## config.mk

```make
export PLATFORM = sky130hd
export DESIGN_NAME = c3lib_avmm_pulse_arb_flat
export DESIGN_NICKNAME = d
export VERILOG_FILES = /design/src/rtl/c3lib_avmm_pulse_arb_if.sv /design/src/rtl/c3lib_avmm_pulse_arb.sv /design/src/flat_wrapper.sv
export SDC_FILE = /design/constraint.sdc
export NUM_CORES = 1
export LEC_CHECK = 0
export ABC_AREA = 1
export CAP_MARGIN = 25
export CORE_ASPECT_RATIO = 1.5
export CORE_UTILIZATION = 45
export DETAILED_ROUTE_END_ITERATION = 10
export GPL_TIMING_DRIVEN = 0
export PLACE_DENSITY_LB_ADDON = 0.1
export RECOVER_POWER = 100
export SYNTH_ARGS = -nofsm -noshare
export SYNTH_HDL_FRONTEND = slang
export SYNTH_SLANG_ARGS = --single-unit
```

## constraint.sdc

```tcl
create_clock -name i_clk -period 1.7 [get_ports i_clk]
set_clock_uncertainty 0.1 [all_clocks]
set_input_delay 0.34 -clock i_clk [delete_from_list [all_inputs] [get_ports i_clk]]
set_output_delay 0.34 -clock i_clk [all_outputs]
set_load 0.01 [all_outputs]
```

## src/rtl/c3lib_avmm_pulse_arb_if.sv

```systemverilog
// ---------------------------------------------------------------------------
// c3lib_avmm_pulse_arb_if
//   Bundle of request, crossing and status signals shared between the pulse
//   arbiter and its environment (event sources, pulse-crossing primitive and
//   status/clear logic).
//
//   Parameters
//     NREQ : number of requesters
//     IDW  : requester ID width, (NREQ>1) ? $clog2(NREQ) : 1
//
//   Signals (direction as seen by the arbiter, modport slave)
//     i_req         in   NREQ  per-requester request pulse
//     o_pend        out  NREQ  pending request bits
//     i_xfer_ready  in   1     crossing ready for next pulse
//     o_xfer_pulse  out  1     pulse to crossing input
//     o_xfer_id     out  IDW   ID of granted requester
//     o_done        out  1     one-cycle completion strobe
//     o_done_id     out  IDW   ID that completed, valid with o_done
//     o_busy        out  1     arbiter not idle
//     o_timeout     out  1     sticky abort-by-timeout flag
//     i_clr_timeout in   1     clears o_timeout
// ---------------------------------------------------------------------------
interface c3lib_avmm_pulse_arb_if #(
    parameter int NREQ = 4,
    parameter int IDW  = (NREQ > 1) ? $clog2(NREQ) : 1
);
    logic [NREQ-1:0] i_req;
    logic [NREQ-1:0] o_pend;
    logic            i_xfer_ready;
    logic            o_xfer_pulse;
    logic [IDW-1:0]  o_xfer_id;
    logic            o_done;
    logic [IDW-1:0]  o_done_id;
    logic            o_busy;
    logic            o_timeout;
    logic            i_clr_timeout;

    // Arbiter side.
    modport slave (
        input  i_req,
        input  i_xfer_ready,
        input  i_clr_timeout,
        output o_pend,
        output o_xfer_pulse,
        output o_xfer_id,
        output o_done,
        output o_done_id,
        output o_busy,
        output o_timeout
    );

    // Environment side: event sources, crossing model, status consumer.
    modport master (
        output i_req,
        output i_xfer_ready,
        output i_clr_timeout,
        input  o_pend,
        input  o_xfer_pulse,
        input  o_xfer_id,
        input  o_done,
        input  o_done_id,
        input  o_busy,
        input  o_timeout
    );
endinterface

```

## src/rtl/c3lib_avmm_pulse_arb.sv

```systemverilog
// ---------------------------------------------------------------------------
// c3lib_avmm_pulse_arb
//   Round-robin arbiter sharing one pulse clock-crossing channel between NREQ
//   requesters. Single-cycle request pulses are latched into pending bits;
//   one crossing is issued at a time with a stable ID, and completion is
//   detected as the crossing's ready flag dropping and returning high. A
//   crossing that does not complete within TIMEOUT_CYC cycles is aborted and
//   flagged on the sticky o_timeout output.
//
//   Ports
//     i_clk   : clock
//     i_rstn  : asynchronous active-low reset
//     bus     : c3lib_avmm_pulse_arb_if.slave (requests, crossing handshake,
//               completion and status)
//
//   Parameters
//     NREQ        : number of requesters (>=1)
//     TIMEOUT_CYC : cycles allowed in WAIT_LO+WAIT_HI before abort, 0 = off
//     CNTW        : timeout counter width, 2**CNTW > TIMEOUT_CYC
// ---------------------------------------------------------------------------
module c3lib_avmm_pulse_arb #(
    parameter int NREQ        = 4,
    parameter int TIMEOUT_CYC = 1024,
    parameter int CNTW        = 16
) (
    input  logic                     i_clk,
    input  logic                     i_rstn,
    c3lib_avmm_pulse_arb_if.slave    bus
);
    localparam int IDW = (NREQ > 1) ? $clog2(NREQ) : 1;

    // NREQ expressed one bit wider than an ID so ptr+1+offset never overflows.
    localparam logic [IDW:0]    NREQ_W    = (IDW+1)'(NREQ);
    localparam logic [IDW-1:0]  PTR_RST   = IDW'(NREQ - 1);
    localparam logic [CNTW-1:0] CNT_LAST  = CNTW'(TIMEOUT_CYC - 1);
    localparam bit              TO_ENABLE = (TIMEOUT_CYC != 0);

    typedef enum logic [1:0] {
        ST_IDLE    = 2'd0,
        ST_ISSUE   = 2'd1,
        ST_WAIT_LO = 2'd2,
        ST_WAIT_HI = 2'd3
    } state_t;

    state_t          state_reg;
    logic [NREQ-1:0] pend_reg;
    logic [NREQ-1:0] pend_next;
    logic [IDW-1:0]  ptr_reg;
    logic [IDW-1:0]  id_reg;
    logic            pulse_reg;
    logic            done_reg;
    logic [IDW-1:0]  done_id_reg;
    logic            busy_reg;
    logic            timeout_reg;
    logic [CNTW-1:0] cnt_reg;

    // ------------------------------------------------------------------
    // Round-robin candidate order: cand_idx[gi] is the requester examined
    // gi-th, starting just after the last winner and wrapping mod NREQ.
    // ------------------------------------------------------------------
    logic [IDW-1:0] cand_idx [NREQ];

    generate
        for (genvar gi = 0; gi < NREQ; gi++) begin : g_cand
            logic [IDW:0] sum;
            assign sum          = {1'b0, ptr_reg} + (IDW+1)'(gi + 1);
            assign cand_idx[gi] = (sum >= NREQ_W) ? IDW'(sum - NREQ_W)
                                                  : sum[IDW-1:0];
        end
    endgenerate

    logic           win_found;
    logic [IDW-1:0] win_idx;

    // Scan from the last candidate down so the earliest one in RR order
    // is the final assignment and therefore wins.
    always_comb begin
        win_found = 1'b0;
        win_idx   = '0;
        for (int k = NREQ - 1; k >= 0; k--) begin
            if (pend_reg[cand_idx[k]]) begin
                win_found = 1'b1;
                win_idx   = cand_idx[k];
            end
        end
    end

    logic            grant_now;
    logic [NREQ-1:0] grant_mask;

    assign grant_now  = (state_reg == ST_IDLE) && win_found;
    assign grant_mask = grant_now ? (NREQ'(1) << win_idx) : '0;

    // A request arriving in the grant cycle re-sets the bit, so it is
    // served again later instead of being merged into the current grant.
    assign pend_next  = (pend_reg & ~grant_mask) | bus.i_req;

    logic timeout_hit;
    assign timeout_hit = TO_ENABLE && (cnt_reg == CNT_LAST);

    // ------------------------------------------------------------------
    // Control FSM with registered outputs.
    // ------------------------------------------------------------------
    always_ff @(posedge i_clk or negedge i_rstn) begin
        if (!i_rstn) begin
            state_reg   <= ST_IDLE;
            pend_reg    <= '0;
            ptr_reg     <= PTR_RST;
            id_reg      <= '0;
            pulse_reg   <= 1'b0;
            done_reg    <= 1'b0;
            done_id_reg <= '0;
            busy_reg    <= 1'b0;
            timeout_reg <= 1'b0;
            cnt_reg     <= '0;
        end else begin
            pend_reg <= pend_next;
            done_reg <= 1'b0;

            // Clear first; an abort below in the same cycle overrides it.
            if (bus.i_clr_timeout) begin
                timeout_reg <= 1'b0;
            end

            case (state_reg)
                ST_IDLE: begin
                    // Ready level is deliberately not looked at here.
                    if (win_found) begin
                        id_reg    <= win_idx;
                        ptr_reg   <= win_idx;
                        pulse_reg <= 1'b1;
                        busy_reg  <= 1'b1;
                        state_reg <= ST_ISSUE;
                    end
                end

                ST_ISSUE: begin
                    // Pulse is held until the crossing takes it; no timeout.
                    if (bus.i_xfer_ready) begin
                        pulse_reg <= 1'b0;
                        cnt_reg   <= '0;
                        state_reg <= ST_WAIT_LO;
                    end
                end

                ST_WAIT_LO: begin
                    cnt_reg <= cnt_reg + CNTW'(1);
                    if (!bus.i_xfer_ready) begin
                        state_reg <= ST_WAIT_HI;
                    end else if (timeout_hit) begin
                        busy_reg    <= 1'b0;
                        timeout_reg <= 1'b1;
                        state_reg   <= ST_IDLE;
                    end
                end

                ST_WAIT_HI: begin
                    cnt_reg <= cnt_reg + CNTW'(1);
                    if (bus.i_xfer_ready) begin
                        done_reg    <= 1'b1;
                        done_id_reg <= id_reg;
                        busy_reg    <= 1'b0;
                        state_reg   <= ST_IDLE;
                    end else if (timeout_hit) begin
                        // Aborted crossing is dropped, not re-queued.
                        busy_reg    <= 1'b0;
                        timeout_reg <= 1'b1;
                        state_reg   <= ST_IDLE;
                    end
                end

                default: begin
                    pulse_reg <= 1'b0;
                    busy_reg  <= 1'b0;
                    state_reg <= ST_IDLE;
                end
            endcase
        end
    end

    assign bus.o_pend       = pend_reg;
    assign bus.o_xfer_pulse = pulse_reg;
    assign bus.o_xfer_id    = id_reg;
    assign bus.o_done       = done_reg;
    assign bus.o_done_id    = done_id_reg;
    assign bus.o_busy       = busy_reg;
    assign bus.o_timeout    = timeout_reg;

endmodule

```

## src/flat_wrapper.sv

```systemverilog
// flat-port wrapper written by rule: the top's interface ports become plain ports
module c3lib_avmm_pulse_arb_flat 
#(
    parameter int NREQ        = 4,
    parameter int TIMEOUT_CYC = 1024,
    parameter int CNTW        = 16
)
  (i_clk, i_rstn, bus_i_req, bus_i_xfer_ready, bus_i_clr_timeout, bus_o_pend, bus_o_xfer_pulse, bus_o_xfer_id, bus_o_done, bus_o_done_id, bus_o_busy, bus_o_timeout);
  c3lib_avmm_pulse_arb_if #(.NREQ(NREQ)) bus_i ();
  input  logic i_clk;
  input  logic i_rstn;
  input wire logic [$bits(bus_i.i_req)-1:0] bus_i_req;
  input wire logic [$bits(bus_i.i_xfer_ready)-1:0] bus_i_xfer_ready;
  input wire logic [$bits(bus_i.i_clr_timeout)-1:0] bus_i_clr_timeout;
  output wire logic [$bits(bus_i.o_pend)-1:0] bus_o_pend;
  output wire logic [$bits(bus_i.o_xfer_pulse)-1:0] bus_o_xfer_pulse;
  output wire logic [$bits(bus_i.o_xfer_id)-1:0] bus_o_xfer_id;
  output wire logic [$bits(bus_i.o_done)-1:0] bus_o_done;
  output wire logic [$bits(bus_i.o_done_id)-1:0] bus_o_done_id;
  output wire logic [$bits(bus_i.o_busy)-1:0] bus_o_busy;
  output wire logic [$bits(bus_i.o_timeout)-1:0] bus_o_timeout;
  assign bus_i.i_req = bus_i_req;
  assign bus_i.i_xfer_ready = bus_i_xfer_ready;
  assign bus_i.i_clr_timeout = bus_i_clr_timeout;
  assign bus_o_pend = bus_i.o_pend;
  assign bus_o_xfer_pulse = bus_i.o_xfer_pulse;
  assign bus_o_xfer_id = bus_i.o_xfer_id;
  assign bus_o_done = bus_i.o_done;
  assign bus_o_done_id = bus_i.o_done_id;
  assign bus_o_busy = bus_i.o_busy;
  assign bus_o_timeout = bus_i.o_timeout;
  c3lib_avmm_pulse_arb #(.NREQ(NREQ), .TIMEOUT_CYC(TIMEOUT_CYC), .CNTW(CNTW)) u_core (.i_clk(i_clk), .i_rstn(i_rstn), .bus(bus_i));
endmodule
```

* Word-level counts from Yosys, hierarchy flattened
Cells that the tools add are included. Widths: inputs -> output; s select.
Word-level totals: bits in registers 32, logic and storage cells 93, output and inout port bits 12, input bits 8
Operators by class: add/subtract/negate cells 9, equality and inequality tests 7, bitwise operators 3, reductions and logical operators 12, shifts and indexed selects 1, order comparisons 8, muxes and demuxes 43
Operator list (count):
- $pmux 16 s2 | 1
- $mux 2 | 13
- $mux 1 | 19
- $add 16x1->16 const B | 1
- $eq 16x10->1 const B | 1
- $mux 16 | 1
- $ge 3x3->1 const B | 4
- $lt 2x3->1 const B | 4
- $bmux 1 s2 | 4
- $pmux 2 s4 | 1
- $reduce_and 2->1 | 4
- $sub 2x1->2 const B | 4
- $add 2x2->3 const B | 2
- $reduce_and 3->1 | 2
- $and 4x4->4 | 1
- $eq 2x2->1 const B | 2
- $mux 4 | 1
- $ne 2x2->1 const B | 2
- $not 4->4 | 1
- $or 4x4->4 | 1
- $pmux 1 s2 | 2
- $reduce_bool 2->1 | 2
- $shl 1x2->4 const A | 1
- $add 2x1->3 const B | 1
- 8 further kinds | 8

* Depth between registers and ports, before layout
Gate-level depths: netlist (run 1).
depth after elaboration 14, mapped depth 13, gate-level depth less buffers 12

* Worst setup path before layout (run 1)
No wires, ideal clock.
path kind register -> register, start reg u_core.ptr_reg[0], end reg u_core.pend_reg[2], in the netlist u_core.bus.o_pend[2], arrival time 1349 ps, stages on the path, launching flop included 13, setup slack 134 ps, required time 1483 ps, path buffers 1, period minus slack after synthesis 1566 ps, setup time 117 ps, cells stage by stage dfstp_2 -> buf_6 -> inv_4 -> nand2_1 -> nand2_2 -> nand2_1 -> nand2_1 -> inv_1 -> nand2_1 -> a21oi_2 -> nand4_1 -> nand2_1 -> nand2_1
Between the ends: word-level cells in the longest chain between the ends 14, elaborated cells on any way between the ends 38, those cells by class add/sub (8); order compare (4); shift (1); mux (21); bitwise (3); reduce/logical (1)
RTL lines:
- from (decl) | line c3lib_avmm_pulse_arb.sv:48 | logic [IDW-1:0] ptr_reg;
- from (signal assigned) | line c3lib_avmm_pulse_arb.sv:130 | ptr_reg <= win_idx;
- $add 2x3->3 | line c3lib_avmm_pulse_arb.sv:66 | assign sum = {1'b0, ptr_reg} + (IDW+1)'(gi + 1);
- $ge 3x3->1 / $sub 2x1->2 (equally long branches) | line c3lib_avmm_pulse_arb.sv:67 | assign cand_idx[gi] = (sum >= NREQ_W) ? IDW'(sum - NREQ_W)
- $mux 2 | line c3lib_avmm_pulse_arb.sv:67
- $bmux 1 s2 | line c3lib_avmm_pulse_arb.sv:81 | if (pend_reg[cand_idx[k]]) begin
- $mux 1 (implied by the code) | line c3lib_avmm_pulse_arb.sv:81
- $mux 2 / $mux 1 (equally long branches) (4 in a row) | line c3lib_avmm_pulse_arb.sv:81
- $shl 1x2->4 / $logic_and 1x1->1 (equally long branches) | line c3lib_avmm_pulse_arb.sv:92, c3lib_avmm_pulse_arb.sv:91
- $mux 4 * | line c3lib_avmm_pulse_arb.sv:92 | assign grant_mask = grant_now ? (NREQ'(1) << win_idx) : '0;
- $not 4->4 * | line c3lib_avmm_pulse_arb.sv:96 | assign pend_next = (pend_reg & ~grant_mask) | bus.i_req;
- $and 4x4->4 * | line c3lib_avmm_pulse_arb.sv:96
- $or 4x4->4 * | line c3lib_avmm_pulse_arb.sv:96
- net u_core.pend_next[2] | line c3lib_avmm_pulse_arb.sv:47 | logic [NREQ-1:0] pend_next;
- to (signal assigned) | line c3lib_avmm_pulse_arb.sv:117 | pend_reg <= pend_next;
- to (decl) | line c3lib_avmm_pulse_arb.sv:46 | logic [NREQ-1:0] pend_reg;
Mark *: on every way through the listed nets, which the timed path passes. The rest lies on a longest branch. The select of a mux whose other input is x is not followed. A chain may end at the register's enable or synchronous reset.

* Worst setup path in the final report (run 1)
start reg u_core.ptr_reg[0], end reg u_core.pend_reg[1], in the netlist u_core.bus.o_pend[1]
The elaborated chain is that of the path after synthesis.

==> results.tsv, run 1 <==
metric	value	unit
overflow	0	
ant_nets	0	
clock.fmax	578	MHz
synth_warnings	0	
synth_cells	242	
vias	1623	
final_cells	317	
yosysUniqueCellTypes	29	
yosysTopAreaCellShare	41.4	%
start_kind	flip-flop	
tightest_slew	0.807	ns
die_w	53.9	um
worstPathRequired	1.78	ns
status	finished, violations left	
finalCritPeriodShare	102	%
largest_reg_flops	16	
die_area	4300	um^2
intPower	2230	uW
io_buffers	19	
p_leak	0.00115	uW
clk_path_buf_depth	2	
power_frac_comb	54.9	%
wl	4.06	mm
path_class	reg2reg	
violations	negative setup slack	
root_buffer	clkbuf_8	
cts_tree	done	
ys_ff_latch	32	
setup_viol	3	
synth.area.top_cells	dfrtp_1 (41%), nand2_1 (15%), inv_1 (8.7%), o21ai_0 (4.4%), a21oi_1 (3.0%)	
crit_start	u_core.ptr_reg[0]$_DFFE_PN1P_	
grt_pass1_vias	1599	
worstHoldPathType	in2async	
dp_hpwl	2.85	mm
drive_gt1_share	23.7	%
grt_max_degree	33	
rows	27	
power_density	1750	nW/um^2
hold_ws	0.0260	ns
p_sw	1820	uW
max_cap_viol_count	0	
start_util	48.4	%
n_fill_cell	346	
worstSkewPairLatency	0.29	ns
core_area	3750	um^2
die_h	79.8	um
p_sw_share	44.9	%
drc	0	
timing.rr.start	u_core.ptr_reg[0]$_DFFE_PN1P_	
syn_area	1820	um^2
vdd_drop_max	1270	uV
ios	20	
dr.pass1.iters	4	
worst_slack	-0.0299	ns
fin_nets	282	
synth_nets	251	
avgRoutedWirePerCell	12.8	um
slew_headroom	46.2	%
crit_path_end_kind	flip-flop	
synthToLayoutAreaGrowth	27.6	%
final_hold_viol_count	0	
clockPowerShare	16.2	%
yosysSeqAreaShare	44.2	%
cts_max_level	2	
crit_fanout	8	
gr-usage-all-layers	21.3	%
grt_pass1_wl	6.56	mm
cts_buffers	5	
placedCellCount	304	
cts_sinks	32	
globalplace.congestion	0.861	
dr.first_iter.drc_count	21	
viasPerCell	5.12	
rsz0062_at_grt	yes	
antenna_found_initial	0	
clkTransAtPathRegs	0.07	ns
post_synth.cell_area_avg	7.50	um^2
min_period	1.73	ns
p_seq_share	28.9	%
diodes	0	
drv_slew	0	
yosys.area.top_type	dfrtp_1	
arrival	1.81	ns
[kinds of logic after synthesis]
| group | count (synthesis) | synth area share [%] |
|---|---|---|
| fa+ha+maj | 1 | 0.689 |
| compound gates | 37 | 11.6 |
| buf+inv | 48 | 10.6 |
| flops | 32 | 44.2 |
| simple gates | 124 | 32.9 |
[cells in the final DEF (no fill, tap or decap), types with 2 or more instances in the layout]
master / instances
nor2_4: 5
clkdlybuf4s50_1: 15
nand2_2: 18
nor3_1: 5
dlygate4sd2_1: 2
a21oi_1: 11
inv_2: 3
clkbuf_8: 7
a21oi_4: 2
nand3_2: 7
buf_2: 2
nor2_2: 2
inv_1: 41
o21ai_1: 8
nor3_4: 2
buf_4: 4
nand3_1: 6
dfstp_2: 2
nand4_1: 5
o21ai_0: 12
nor2_1: 14
a211oi_1: 2
nand2_4: 5
nand2_1: 53
dfrtp_1: 30
[stage by stage]
step	instance area, um^2	utilization, %	worst slack (ns)	total power [uW]	setup TNS (ns)
5_1_grt	2320	61.8	-0.139	4350	-0.820
6_report	2320	61.8	-0.0299	4050	-0.0632
3_3_place_gp	2060	54.9	-0.509	2890	-20.15
3_5_place_dp	2050	54.8	-0.374	2910	-4.69
2_1_floorplan	1820	-	0.134	2370	0
4_1_cts	2190	58.5	-0.0314	3690	-0.0517
[synth_stat cells, drive strengths merged]
cell type	number
o22ai	1
ha	1
nand4	6
nor2	20
nand3	13
nor4	1
inv	45
a211oi	2
nand2	76
buf	3
dfrtp	30
nor3	8
o21ai	21
dfstp	2
a21oi	13
[worst max-delay path, cell delays in order, from the launching register on]
cell and delay (ns):
dfstp_2 0.37, buf_8 0.14, buf_4 0.14, o21ai_4 0.23
nand2_2 0.08, nand2_1 0.07, nand2_2 0.07, nand2_1 0.07
nand2_2 0.08, nand2_4 0.09, nand3_1 0.07, nand2_1 0.07
nand2_1 0.05
[area by class of cell]
type                    count  area [um^2]  share of cell area (%)
plain buffers               3         25.0                    1.08
clock buffers               8          100                    4.32
inverters                  45          174                    7.51
multi-input cells         163          945                    40.8
flip-flops and latches     32          803                    34.7
well taps                  43         53.8                    2.32
repair buffers             23          215                    9.29
[layer usage]
layer,global-route usage (%),vias to the layer above,wire length (um)
met2,38.1,31,2260
met1,20.7,754,1530
met5,0,-,0
met3,4.95,14,113
li1,-,824,-
met4,12.9,0,155
[timing repair]
item                       in CTS  in global routing
buffers inserted                2                  2
gates resized for setup         8                 34
setup endpoints to repair      16                 11
pin swaps                       3                 15
cloned                          0                  1
hold buffers                    0                  0
[final timing paths]
path | to | slack [ns] | cells past startpoint
worst max-delay path | u_core.bus.o_pend[1]$_DFF_PN0_ | -0.03 | 12
worst min-delay path | u_core.cnt_reg[5]$_DFFE_PN0P_ | 0.03 | 1
worst max register to register | u_core.bus.o_pend[1]$_DFF_PN0_ | -0.03 | 12
worst min register to register | u_core.bus.o_done_id[0]$_DFFE_PN0P_ | 0.39 | 2
max in group asynchronous | u_core.cnt_reg[12]$_DFFE_PN0P_ | 0.95 | 1
min in group i_clk | u_core.bus.o_done_id[0]$_DFFE_PN0P_ | 0.39 | 2
[power by group through the flow]
stage / Clock, uW / Combinational, uW / Sequential (uW)
final: 657 / 2220 / 1170
after global routing: 700 / 2460 / 1200
after CTS: 665 / 1860 / 1160
after detailed placement: 0 / 1720 / 1180
after global placement: 0 / 1710 / 1180
after floorplan: 0 / 1170 / 1200
Note: power is estimated with default switching activity, not from simulation.
==> inputs of run 2 (changes only) <==
--- a/config.mk
+++ b/config.mk
@@ -7,7 +7,7 @@
 export LEC_CHECK = 0
 export ABC_AREA = 1
 export CAP_MARGIN = 25
-export CORE_ASPECT_RATIO = 1.5
+export CORE_ASPECT_RATIO = 1.75
 export CORE_UTILIZATION = 45
 export DETAILED_ROUTE_END_ITERATION = 10
 export GPL_TIMING_DRIVEN = 0
==> results.tsv, run 2 (synthesis results as in run 1) <==
metric	value	unit
status	finished, violations left	
violations	negative setup slack	
dr.first_iter.drc_count	59	
p_leak	0.00119	uW
wl_met3	92	um
clock.fmax	571	MHz
worstHoldPathType	in2async	
min_period	1.75	ns
final_hold_viol_count	0	
r2r_end	u_core.bus.o_pend[3]$_DFF_PN0_	
cts_buffers	5	
wl	4.34	mm
arrival	1.83	ns
root_buffer	clkbuf_8	
cts_max_level	2	
crit_path_end_kind	flip-flop	
start_util	47.0	%
crit_fanout	8	
worst_slack	-0.0507	ns
start_kind	flip-flop	
avgRoutedWirePerCell	13.4	um
largest_reg_flops	16	
wl_met2	2.52	mm
wl_met1	1.60	mm
io_buffers	19	
drive_gt1_share	27.9	%
viasPerCell	5.12	
n_fill_cell	359	
antenna_found_initial	0	
finalCritPeriodShare	103	%
globalplace.congestion	0.816	
worstSkewPairLatency	0.29	ns
rows	30	
core_area	3870	um^2
cts_sinks	32	
cts_tree	done	
hold_ws	0.0262	ns
cts-hold-fix-buffers	0	
crit_start	u_core.ptr_reg[0]$_DFFE_PN1P_	
ios	20	
clkTransAtPathRegs	0.07	ns
synthToLayoutAreaGrowth	32.3	%
gr-usage-all-layers	21.2	%
dp_hpwl	3.01	mm
die_w	50.0	um
path_class	reg2reg	
diodes	0	
reg2reg_depth	12	
routed.top_layer	met4	
final_common_cell	nand2_1	
grt_max_degree	33	
overflow	0	
drv_slew	0	
drc	0	
max_cap_viol_count	0	
reg2reg_slack	-0.05	ns
power_density	1770	nW/um^2
vias	1659	
timing.rr.start	u_core.ptr_reg[0]$_DFFE_PN1P_	
grt_pass1_wl	6.82	mm
worstPathRequired	1.78	ns
fin_nets	284	
vdd_drop_max	1350	uV
dr.pass1.iters	4	
setup_viol	6	
rsz0062_at_grt	yes	
die_area	4300	um^2
clk_path_buf_depth	2	
grt_pass1_vias	1577	
finalSetupTns	-0.193	ns
ant_nets	0	
die_h	86.0	um
tightest_slew	0.823	ns
crit_end	u_core.bus.o_pend[3]$_DFF_PN0_	
slew_headroom	45.2	%
final_cell_mix	nand2_1 (50), inv_1 (41), dfrtp_1 (28)	
-- run 2: what timing repair did --
action / in CTS / in global routing
hold endpoints to repair: 0 / 0
setup buffers: 1 / 6
setup endpoints to repair: 13 / 14
pin swaps: 5 / 13
gates resized for setup: 9 / 43
-- run 2: worst min path at each step --
stage / slack (ns) / end / cells past startpoint
6_report: 0.03 / u_core.cnt_reg[5]$_DFFE_PN0P_ / 1
5_1_grt: 0.11 / u_core.cnt_reg[5]$_DFFE_PN0P_ / 1
3_5_place_dp: 0.34 / u_core.cnt_reg[4]$_DFFE_PN0P_ / 1
4_1_cts: 0.03 / u_core.cnt_reg[4]$_DFFE_PN0P_ / 1
3_3_place_gp: 0.37 / u_core.bus.o_done_id[0]$_DFFE_PN0P_ / 2
2_1_floorplan: -0.06 / u_core.bus.o_busy$_DFFE_PN0P_ / 0
-- run 2: power breakdown --
part	total (uW)	switching (uW)	internal, uW
clock network	820	303	517
registers	1180	179	1000
logic	2260	1360	906
total	4260	1840	2420
-- run 2: layout make-up --
class | instances | area [um^2] | share of cell area, %
inverter | 45 | 176 | 7.34
sequential | 32 | 806 | 33.5
timing repair buffer | 26 | 245 | 10.2
clock buffer | 7 | 96.3 | 4.01
clock inverter | 1 | 30.0 | 1.25
tap | 48 | 60.1 | 2.50
buffer | 3 | 30.0 | 1.25
multi-input combinational | 162 | 958 | 39.9
-- run 2: metrics by stage --
stage | instances | worst slack, ns | power, uW | utilization (%) | area [um^2]
final | 324 | -0.0507 | 4260 | 62.1 | 2400
after global routing | 324 | -0.112 | 4520 | 62.1 | 2400
after CTS | 318 | -0.0529 | 3830 | 57.4 | 2220
after detailed placement | 309 | -0.371 | 2910 | 53.3 | 2060
after global placement | 309 | -0.502 | 2880 | 53.4 | 2070
after floorplan | 242 | 0.134 | 2370 | - | 1820
-- run 2: worst max-delay path: stages, from the launching register on --
cell and delay, ns:
dfstp_2 0.38, buf_12 0.14, buf_4 0.14, o21ai_4 0.22, nand2_2 0.10, nand2_1 0.08, nand2_2 0.07, nand2_2 0.06
nand2_2 0.06, nand2_2 0.10, nand3_1 0.07, nand2_1 0.06, nand2_1 0.05
-- run 2: layer usage --
metal  up-vias  track usage (%)
li1        834                -
met1       784             20.0
met2        31             40.8
met3        10             3.19
met4         0             12.5
met5         -                0
